## src/rtl/neuron_accum_ctrl.sv

```systemverilog
// Accumulation sequencer for one neuron: bias plus N_INPUTS signed products through a shared
// external adder, with 17-bit saturation of every partial sum and a valid/ready result port.
module neuron_accum_ctrl #(
   parameter int unsigned N_INPUTS = 16,
   parameter int unsigned CNT_W    = 5
) (
   input  logic        clk,
   input  logic        rst,
   input  logic        start,
   input  logic [16:0] bias,
   input  logic        in_valid,
   output logic        in_ready,
   input  logic [16:0] in_data,
   output logic [16:0] add_a,
   output logic [16:0] add_b,
   input  logic [17:0] add_s,
   output logic        out_valid,
   input  logic        out_ready,
   output logic [16:0] out_data,
   output logic        busy,
   output logic        sat_flag
);

   typedef enum logic [1:0] {StIdle, StAccum, StDone} state_e;

   localparam logic [CNT_W-1:0] LastCnt = CNT_W'(N_INPUTS - 1);

   state_e           state_q, state_d;
   logic [16:0]      acc_q, acc_d;
   logic [CNT_W-1:0] cnt_q, cnt_d;
   logic             sat_q, sat_d;

   logic        sat_event;
   logic [16:0] sat_val;

   // An 18-bit sum fits in 17 bits only when its top two bits agree.
   always_comb begin
      sat_event = add_s[17] ^ add_s[16];
      if (sat_event) begin
         sat_val = add_s[17] ? 17'h10000 : 17'h0FFFF;
      end else begin
         sat_val = add_s[16:0];
      end
   end

   always_comb begin
      state_d   = state_q;
      acc_d     = acc_q;
      cnt_d     = cnt_q;
      sat_d     = sat_q;
      in_ready  = 1'b0;
      out_valid = 1'b0;
      busy      = 1'b0;
      unique case (state_q)
         StIdle: begin
            if (start) begin
               acc_d   = bias;
               cnt_d   = '0;
               sat_d   = 1'b0;
               state_d = StAccum;
            end
         end
         StAccum: begin
            busy     = 1'b1;
            in_ready = 1'b1;
            if (in_valid) begin
               acc_d = sat_val;
               cnt_d = cnt_q + CNT_W'(1);
               sat_d = sat_q | sat_event;
               if (cnt_q == LastCnt) begin
                  state_d = StDone;
               end
            end
         end
         StDone: begin
            busy      = 1'b1;
            out_valid = 1'b1;
            if (out_ready) begin
               state_d = StIdle;
            end
         end
         default: state_d = StIdle;
      endcase
   end

   always_ff @(posedge clk) begin
      if (rst) begin
         state_q <= StIdle;
         acc_q   <= '0;
         cnt_q   <= '0;
         sat_q   <= 1'b0;
      end else begin
         state_q <= state_d;
         acc_q   <= acc_d;
         cnt_q   <= cnt_d;
         sat_q   <= sat_d;
      end
   end

   assign add_a    = acc_q;
   assign add_b    = in_data;
   assign out_data = acc_q;
   assign sat_flag = sat_q;

endmodule
```

## config.mk

```make
export PLATFORM = sky130hd
export DESIGN_NAME = neuron_accum_ctrl
export DESIGN_NICKNAME = d
export VERILOG_FILES = /design/src/rtl/neuron_accum_ctrl.sv
export SDC_FILE = /design/constraint.sdc
export NUM_CORES = 1
export LEC_CHECK = 0
export ABC_AREA = 1
export CORE_MARGIN = 1.5
export CORE_UTILIZATION = 40
export DETAILED_ROUTE_END_ITERATION = 6
export PLACE_DENSITY = 0.83
export SYNTH_ARGS = -nofsm -noshare
export SYNTH_HDL_FRONTEND = slang
export SYNTH_SLANG_ARGS = --single-unit
```

## constraint.sdc

```tcl
create_clock -name clk -period 2.76 [get_ports clk]
set_input_delay 0.276 -clock clk [delete_from_list [all_inputs] [get_ports clk]]
set_output_delay 0.276 -clock clk [all_outputs]
set_load 0.01 [all_outputs]
```

======== Word-level counts from Yosys, hierarchy flattened ========
Cells that the tools add are included.
storage, ports and cells
  flip-flop bits (word level) ............. 25
  latch bits .............................. 0
  memory bits (writable) .................. 0
  memory bits (read-only) ................. 0
  bits of input ports ..................... 57
  output and inout port bits .............. 55
  memories ................................ 0
cells by class
  add/subtract/negate cells ............... 1
  multipliers ............................. 0
  divide/modulo/power cells ............... 0
  $lt $le $gt $ge ......................... 0
  equal/unequal tests ..................... 7
  shift operators ......................... 0
  muxes and demuxes ....................... 19
  bitwise logic cells ..................... 2
  reductions and logical operators ........ 5
operator list
  cell                                                              number
  17-bit two-way mux                                                4
  17-bit case mux with 2 select lines                               1
  5-bit two-way mux                                                 2
  5-bit case mux with 2 select lines                                1
  2-bit two-way mux                                                 4
  2-bit inequality test (second input constant)                     4
  2-bit case mux with 3 select lines                                1
  5-bit by 1-bit adder with 5-bit output (second input constant)    1
  5-bit by 4-bit == test with 1-bit output (second input constant)  1
  1-bit two-way mux                                                 5
  4-bit AND reduction                                               1
  3-bit AND reduction                                               1
  2-bit by 1-bit == test with 1-bit output (second input constant)  1
  2-bit == test (second input constant)                             1
  2-bit zero test                                                   1
  1-bit case mux with 2 select lines                                1
  2-bit nonzero test                                                1
  2-bit OR reduction                                                1
  1-bit bitwise OR                                                  1
  1-bit XOR                                                         1

======== Logic depth before layout (Yosys ltp) ========
Gate-level depths: netlist of the first run.
  depth in word-level cells ............... 4
  depth in mapped cells ................... 10
  mapped depth without buffers ............ 9

======== Worst setup path before layout of the first run ========
Ideal clock, no wire load.
  kind .................................... register to register
  from .................................... register state_q[1]
  to ...................................... register acc_q[10] (netlist: add_a[10])
  library setup time ...................... 0.116 ns
  data arrival time ....................... 1.319 ns
  required time ........................... 2.644 ns
  setup slack ............................. 1.325 ns
  stages on the path, launching flop included .. 7
  buffers on the path ..................... 1
  period minus slack after synthesis ...... 1.435 ns
  cells stage by stage .................... dfxtp_1 -> inv_1 -> ha_1 -> buf_2 -> or2_2 -> a21oi_1 -> nor2_1
on the way
  word-level cells in the longest chain between the ends .. 3
  elaborated cells between the ends (all ways) .. 7
ends and longest elaborated chain
  what                                                                          RTL line  RTL
  from (decl)                                                                   28        state_e state_q, state_d;
  from (signal assigned)                                                        88        state_q <= StIdle;
  from (signal assigned)                                                        93        state_q <= state_d;
  2-bit by 1-bit == test with 1-bit output or 2-bit zero test (tied branches)   54        unique case (state_q)
  2-bit inequality test (no source line) or 2-bit nonzero test (tied branches)  -
  3-bit AND reduction (no source line)                                          -
  to (signal assigned)                                                          89        acc_q <= '0;
  to (signal assigned)                                                          94        acc_q <= acc_d;
  to (decl)                                                                     29        logic [16:0] acc_q, acc_d;
Several ways; a longest one is shown, not always the timed one.
A chain may end at the register's enable or synchronous reset.

======== Final worst setup path of the first run ========
  from .................................... register state_q[1]
  to ...................................... output in_ready
on the way
  word-level cells in the longest chain between the ends .. 2
ends and longest elaborated chain
  what                                      RTL line  RTL
  2-bit by 1-bit == test with 1-bit output  54
  1-bit two-way mux                         54
  to (decl)                                 12        output logic in_ready,
No other way between the ends.

==> summary.md, run 1 <==
| Metric | Value |
|---|---|
| HPWL reported at the end of detailed placement | 3.07 mm |
| Minimum period implied by the final worst setup slack | 2.14 ns |
| Met2 wirelength from detailed routing | 1.96 mm |
| Critical path required time | 2.48 ns |
| Ant diodes | 0 |
| TritonCTS clock tree | built |
| Data arrival time at the worst-slack endpoint | 1.87 ns |
| Deepest clock path buffer count | 2 |
| Largest cells by area after synthesis | dfxtp_1 28%, buf_4 15%, nand2_1 12% |
| Adder and majority cell fraction of the synthesized area | 5.62% |
| Worst slew pin tran | 0.633 ns |
| Routed via count | 1,697 |
| Total internal power | 1370 µW |
| Pin count of the biggest net entering global routing | 23 |
| FF+latch count, synth | 25 |
| Sum of internal, switching and leakage power | 2380 µW |
| Number of violations of the max-capacitance limit | 0 |
| Area of the die | 4860 µm² |
| Antenna violations before repair | 0 |
| Footprint of the flip-flops and latches | 500 µm² |
| Post-route ant nets | 0 |
| Max FO, Critical Path | 14 |
| Metal1 wirelength | 1.84 mm |
| GRT Resource Usage Total | 16.6% |
| Cell Rows | 24 |
| Root buffer selected by CTS | clkbuf_8 |
| Area of the multi-input gates | 816 µm² |
| Violation count after the first detailed-routing iteration | 55 |
| Core Area | 4320 µm² |
| CTS Hold Bufs | 0 |
| Number of instances in the synthesized netlist | 271 |
| Number of vias per cell after detailed routing | 4.67 |
| Top routing layer in use | met4 |
| Count of cell types in the netlist | 24 |
| Area share of the largest cell type after synthesis | 28.1% |
| Proportion of power drawn by flip-flops and latches | 26.4% |
| Die extent in y | 69.7 µm |
| Layout overhead on the synthesized area | 31.1% |
| Setup TNS | 0 ns |
| RSZ-0062 raised after global routing | no |
| # port buffers | 77 |
| Gpl congestion | 0.769 |
| Fraction of the cycle the final worst path needs | 77.7% |
| Detail Route met3 WL | 302 µm |
| Cell depth of the worst min-delay path | 2 |
| Via count of the first global-routing pass | 1,516 |
| Critical path start-end classification | reg2out |
| Clock buffers created by TritonCTS | 3 |
| Share of synthesized area occupied by flip-flops and latches | 28.1% |
| Inst Count DP | 359 |
| Total detailed-routing wirelength | 4.15 mm |
| Clock network fraction of total power | 9.3% |
| H-Tree Level Count | 1 |
| Clock slew at the register clock pins of the worst setup and hold paths | 0.08 ns |
| Mux contribution to synthesized area | 0% |
| Final worst clock skew | 0.00518 ns |
| Kind of launch point of the worst setup path | flip-flop |
| Largest family of logic cells by synthesized area | simple AND/OR/NAND/NOR gates |
| Initial cell density of the core | 41.2% |
| Cell accounting for the most synthesized area | dfxtp_1 |
| Power density over the cells | 1020 nW/µm² |
| XOR/XNOR Fraction of Synth Area | 0% |
| Worst Setup Slack post-DPL | 0.786 ns |
| Synth Area in Compound Gates | 6.67% |
| Worst-case hold path end point | cnt_q[4] |
| Wire length of the first global-routing pass | 6.70 mm |
| End of the worst register-to-register path | add_a[12] |
| # setup viols final | 0 |
| WL per Instance | 11.4 µm |
| Slew headroom | 57.7% |
| Number of gates resized after cts | 0 |
| Worst reg2reg startpoint | state_q[1] |
| Synth warn | 0 |
| Combinational fraction of design power | 64.3% |
| Fill cell total of the finished layout | 433 |
| Total gr overflow | 0 |
| Fmax | 466 MHz |
| Maximum ir drop on the vdd rail | 373 µV |
| Critical hold path startpoint | cnt_q[4] |
| Total standard cell area after synthesis | 1780 µm² |
| Skew-Pair Late Insertion Delay | 0.27 ns |
| Switching Share | 42.2% |
| Number of endpoints with negative hold slack in the final report | 0 |
| Class of the most critical hold timing path | reg2reg |
| Switching pwr | 1000 µW |
| Slew Viols, Final | 0 |
| Setup repair bufs after CTS | 0 |
| Number of nets in the final layout | 377 |
| Final std cell area, no fill | 2340 µm² |
| Internal reg-to-reg setup slack | 0.77 ns |
| Pre-antenna DRT Iters | 4 |
| Final standard cell count with taps included and fillers excluded | 363 |
| Fraction of final layout cells with drive strength greater than 1 | 7.72% |
| Synthesized area per cell | 6.57 µm² |
| Die Wd | 69.7 µm |
| Number of cells on the worst reg-to-reg path | 8 |
| Capturing element type of the critical path | output port |
| Outcome | complete, no violations |
| Leak | 0.00107 µW |
| Detailed-route DRC error count | 0 |
| Simple logic cell fraction of the synthesized area | 33.5% |
| Instance area at placement | 2290 µm² |
| I/O pin total | 112 |
| Total nets after synthesis | 336 |
| Final WS setup | 0.616 ns |
| Number of sinks driven by the clock tree | 25 |
[worst max-delay path by stage]
| stage | startpoint | slack [ns] | end |
|---|---|---|---|
| after floorplan | state_q[1] | 1.33 | add_a[10] |
| after global placement | state_q[1] | 0.83 | add_a[9] |
| after detailed placement | state_q[1] | 0.79 | add_a[3] |
| after CTS | state_q[1] | 0.60 | in_ready |
| after global routing | state_q[1] | 0.51 | in_ready |
| final | state_q[1] | 0.62 | in_ready |
[critical path, stage by stage (launching register included)]
cell             delay (ns)
dfxtp_1                0.33
inv_1                  0.11
ha_1                   0.52
clkdlybuf4s50_1        0.64
[per-stage QoR]
step / hold WS (ns) / util (%)
floorplan: 0.345 / -
global placement: 0.455 / 53.0
detailed placement: 0.463 / 53.0
CTS: 0.480 / 54.0
global route: 0.493 / 54.0
finish: 0.479 / 54.0
[sequential cells by signal, indices dropped and copies added (netlist names)]
register	flops
add_a	17
cnt_q	5
sat_flag	1
state_q	2
[synthesized netlist by cell type, drive strengths merged]
library cell  number
nand2             62
nor2              55
buf               41
inv               33
dfxtp             25
a21oi             12
nand3             12
o21ai             11
ha                 8
or2                7
clkbuf             2
nand4              2
nor3b              1
[cell type report]
cell class	instances	area share, %
multi-input cells	170	34.9
clock buffers	4	1.93
flip-flops and latches	25	21.4
well taps	52	2.79
inverters	33	5.30
repair buffers	79	33.6
[cells by family (layout without fill, tap and decap cells)]
group                    after synthesis  after routing
AO/OA/AOI/OAI                         23             23
adder cells (fa/ha/maj)                8              8
buffers and inverters                 76            116
flip-flops                            25             25
AND/OR/NAND/NOR                      139            139
[power by group through the flow]
stage / sequential (µW) / clock, µW / combinational (µW)
3_5_place_dp: 635 / 0 / 1530
2_1_floorplan: 678 / 0 / 1010
6_report: 628 / 221 / 1530
5_1_grt: 651 / 241 / 1680
4_1_cts: 630 / 224 / 1540
3_3_place_gp: 629 / 0 / 1510
[cell usage in the layout, fill, tap and decap left out, drive strengths merged]
| cell type | instances |
|---|---|
| clkdlybuf4s50 | 77 |
| nand2 | 62 |
| nor2 | 55 |
| inv | 33 |
| dfxtp | 25 |
| a21oi | 12 |
| nand3 | 12 |
| o21ai | 11 |
| ha | 8 |
| or2 | 7 |
| clkbuf | 4 |
| buf | 2 |
| nand4 | 2 |
| nor3b | 1 |
[routing by layer]
layer / up-vias / global-route usage, %
met5: - / 0
met4: 0 / 4.70
met3: 10 / 3.05
met2: 61 / 28.7
met1: 764 / 21.0
li1: 862 / -
No activity file was read; power rests on OpenSTA's default activity.
==> run 2, diff against run 1 <==
--- a/config.mk
+++ b/config.mk
@@ -7,9 +7,9 @@
 export LEC_CHECK = 0
 export ABC_AREA = 1
 export CORE_MARGIN = 1.5
-export CORE_UTILIZATION = 40
+export CORE_UTILIZATION = 33
 export DETAILED_ROUTE_END_ITERATION = 6
-export PLACE_DENSITY = 0.83
+export PLACE_DENSITY = 0.72
 export SYNTH_ARGS = -nofsm -noshare
 export SYNTH_HDL_FRONTEND = slang
 export SYNTH_SLANG_ARGS = --single-unit
==> constraint.sdc (replaced) <==
create_clock -name clk -period 1.8 [get_ports clk]
set_input_delay 0.18 -clock clk [delete_from_list [all_inputs] [get_ports clk]]
set_output_delay 0.18 -clock clk [all_outputs]
set_load 0.01 [all_outputs]
==> run 2 against run 1 <==
Non-clock buffer count is 10 higher. Critical path depth up 1. Design area increased by 5.7%. Worst hold slack worse by 0.12 ns. Sequential share of layout area shrank 1.1 points. Final cell count is 7.7% higher. Register-to-register slack worse by 0.59 ns. Highest routed layer unchanged.
==> summary.md, run 2 (synthesis results as in run 1) <==
| Metric | Value |
|---|---|
| Outcome | complete, no violations (unchanged) |
| Critical path start-end classification | reg2out (unchanged) |
| Minimum period implied by the final worst setup slack | 1.73 ns |
| Pre-antenna DRT Iters | 4 (unchanged) |
| CP peak stage delay | 0.53 ns (was 0.64 ns) |
| Routed via count | 1,673 (was 1,697) |
| Fmax | 577 MHz |
| Capturing element type of the critical path | output port (unchanged) |
| Area of the die | 5850 µm² (was 4860 µm²) |
| GRT Resource Usage Total | 14.1% (was 16.6%) |
| Fraction of the core area covered by cells at the end of the flow | 47.8% (was 54.0%) |
| Setup repair bufs after CTS | 0 (unchanged) |
| Core Area | 5170 µm² (was 4320 µm²) |
| Die extent in y | 76.5 µm (was 69.7 µm) |
| Count of buffer and inverter cells on the critical path | 3 (was 2) |
| Number of cells on the worst reg-to-reg path | 8 (unchanged) |
| Fraction of final layout cells with drive strength greater than 1 | 11.8% (was 7.72%) |
| Number of violations of the max-capacitance limit | 0 (unchanged) |
| I/O pin total | 112 (unchanged) |
| Inst Count DP | 387 (was 359) |
| Final worst clock skew | 0.00414 ns (was 0.00518 ns) |
| Largest register FFs | 17 (unchanged) |
| Leading cell type in the layout, fill and taps excluded | clkdlybuf4s50_1 (unchanged) |
| Number of endpoints with negative hold slack in the final report | 0 (unchanged) |
| RSZ-0062 raised after global routing | no (unchanged) |
| Fraction of the cycle the final worst path needs | 96.2% |
| Number of sinks driven by the clock tree | 25 (unchanged) |
| Layout overhead on the synthesized area | 38.6% (was 31.1%) |
| Internal reg-to-reg setup slack | 0.18 ns (was 0.77 ns) |
| Antenna violations before repair | 0 (unchanged) |
| Commonest cells after routing, fill and taps aside | 77 x clkdlybuf4s50_1, 59 x nand2_1, 51 x nor2_1 (unchanged) |
| # setup viols final | 0 (unchanged) |
| Slew Viols, Final | 0 (unchanged) |
| Data arrival time at the worst-slack endpoint | 1.55 ns (was 1.87 ns) |
| Power density over the cells | 1570 nW/µm² (was 1020 nW/µm²) |
| Total detailed-routing wirelength | 4.21 mm (was 4.15 mm) |
| WP depth | 4 (was 3) |
| Max FO, Critical Path | 5 (was 14) |
| Initial cell density of the core | 34.4% (was 41.2%) |
| Via count of the first global-routing pass | 1,533 (was 1,516) |
| Kind of launch point of the worst setup path | flip-flop (unchanged) |
| Cell depth of the worst min-delay path | 0 (was 2) |
| Maximum ir drop on the vdd rail | 608 µV (was 373 µV) |
| Gpl congestion | 0.809 (was 0.769) |
| # port buffers | 77 (unchanged) |
| Detailed-route DRC error count | 0 (unchanged) |
| H-Tree Level Count | 1 (unchanged) |
| Class of the most critical hold timing path | in2out (was reg2reg) |
| Final standard cell count with taps included and fillers excluded | 391 (was 363) |
| End of the worst register-to-register path | add_a[2] (was add_a[12]) |
| Worst reg2reg startpoint | state_q[1] (unchanged) |
| Deepest clock path buffer count | 2 (unchanged) |
| Wire length of the first global-routing pass | 6.82 mm (was 6.70 mm) |
| Critical path required time | 1.62 ns (was 2.48 ns) |
| CP max-delay cell | clkdlybuf4s50_1 (unchanged) |
| Number of nets in the final layout | 387 (was 377) |
| Skew-Pair Late Insertion Delay | 0.28 ns (was 0.27 ns) |
| HPWL reported at the end of detailed placement | 3.20 mm (was 3.07 mm) |
| Cell Rows | 26 (was 24) |
| Worst-case hold path end point | add_b[12] (was cnt_q[4]) |
| Clock buffers created by TritonCTS | 3 (unchanged) |
| Total gr overflow | 0 (unchanged) |
| Area of the multi-input gates | 833 µm² (was 816 µm²) |
| Pin count of the biggest net entering global routing | 21 (was 23) |
| Critical hold path startpoint | in_data[12] (was cnt_q[4]) |
| Post-route ant nets | 0 (unchanged) |
| Slew headroom | 68.9% (was 57.7%) |
| Worst Setup Slack post-DPL | -0.0695 ns (was 0.786 ns) |
| Die Wd | 76.5 µm (was 69.7 µm) |
| Worst slew pin tran | 0.466 ns (was 0.633 ns) |
| Number of vias per cell after detailed routing | 4.28 (was 4.67) |
| WL per Instance | 10.8 µm (was 11.4 µm) |
| CTS Hold Bufs | 0 (unchanged) |
| Violation count after the first detailed-routing iteration | 46 (was 55) |
| Critical path cell sequence | inv_2 > ha_4 > buf_4 > clkdlybuf4s50_1 (was inv_1 > ha_1 > clkdlybuf4s50_1) |
| Leak | 0.00113 µW (was 0.00107 µW) |
| Footprint of the flip-flops and latches | 502 µm² (was 500 µm²) |
| Clock slew at the register clock pins of the worst setup and hold paths | 0.10 ns (was 0.08 ns) |
| Crit-path leading delay family | buffers and inverters (unchanged) |
| Ant diodes | 0 (unchanged) |
| Root buffer selected by CTS | clkbuf_8 (unchanged) |
| Final WS setup | 0.0677 ns (was 0.616 ns) |
| TritonCTS clock tree | built (unchanged) |
| Fill cell total of the finished layout | 521 (was 433) |
| Setup TNS | 0 ns (unchanged) |
-- run 2: routing by layer --
metal	wire, µm	track usage [%]	vias up	part of all wire, %
met5	0	0	-	0
met4	34	3.33	0	0.81
met3	292	4.19	8	6.9
met2	2030	25.1	56	48
met1	1850	16.4	726	44
li1	-	-	883	-
-- run 2: per-stage QoR --
stage                     hold slack [ns]  total power (µW)  cell area (µm²)
after floorplan                     0.249              2590             1780
after global placement              0.360              3460             2400
after detailed placement            0.360              3500             2400
after CTS                           0.360              3910             2470
after global routing                0.360              4170             2470
final                               0.360              3870             2470
-- run 2: worst max-delay path by stage --
stage	startpoint	to	slack [ns]
after floorplan	state_q[1]	add_a[10]	0.37
after global placement	add_s[16]	add_a[4]	-0.02
after detailed placement	start	add_a[2]	-0.07
after global routing	state_q[1]	busy	0.02
after CTS	state_q[1]	in_ready	0.004
final	state_q[1]	in_ready	0.07
-- run 2: repair_timing --
| item | 4_1_cts | 5_1_grt |
|---|---|---|
| setup endpoints to repair | 21 | 15 |
| gates resized for setup | 3 | 2 |
| pin swaps | 0 | 0 |
-- run 2: area by class of cell --
class / instances / share of cell area [%]
Timing Repair Buffer: 89 / 35.4
Sequential cell: 25 / 20.3
Clock buffer: 3 / 1.67
Inverter: 33 / 5.02
Multi-Input combinational cell: 170 / 33.7
Clock inverter: 1 / 0.355
Tap cell: 70 / 3.55
-- run 2: power breakdown --
part,leakage [µW],internal [µW],switching [µW]
sequential,0.000207,791,181
clock,0.0000261,163,201
combinational,0.000899,1310,1230
total,0.00113,2260,1610
-- run 2: worst register-to-register path: stages (launching register included) --
cell     delay [ns]
dfxtp_1        0.39
inv_2          0.08
ha_1           0.26
nand2_4        0.11
nand2_2        0.07
nor2_4         0.37
nand2_1        0.10
nand3_1        0.09
nor2_1         0.04
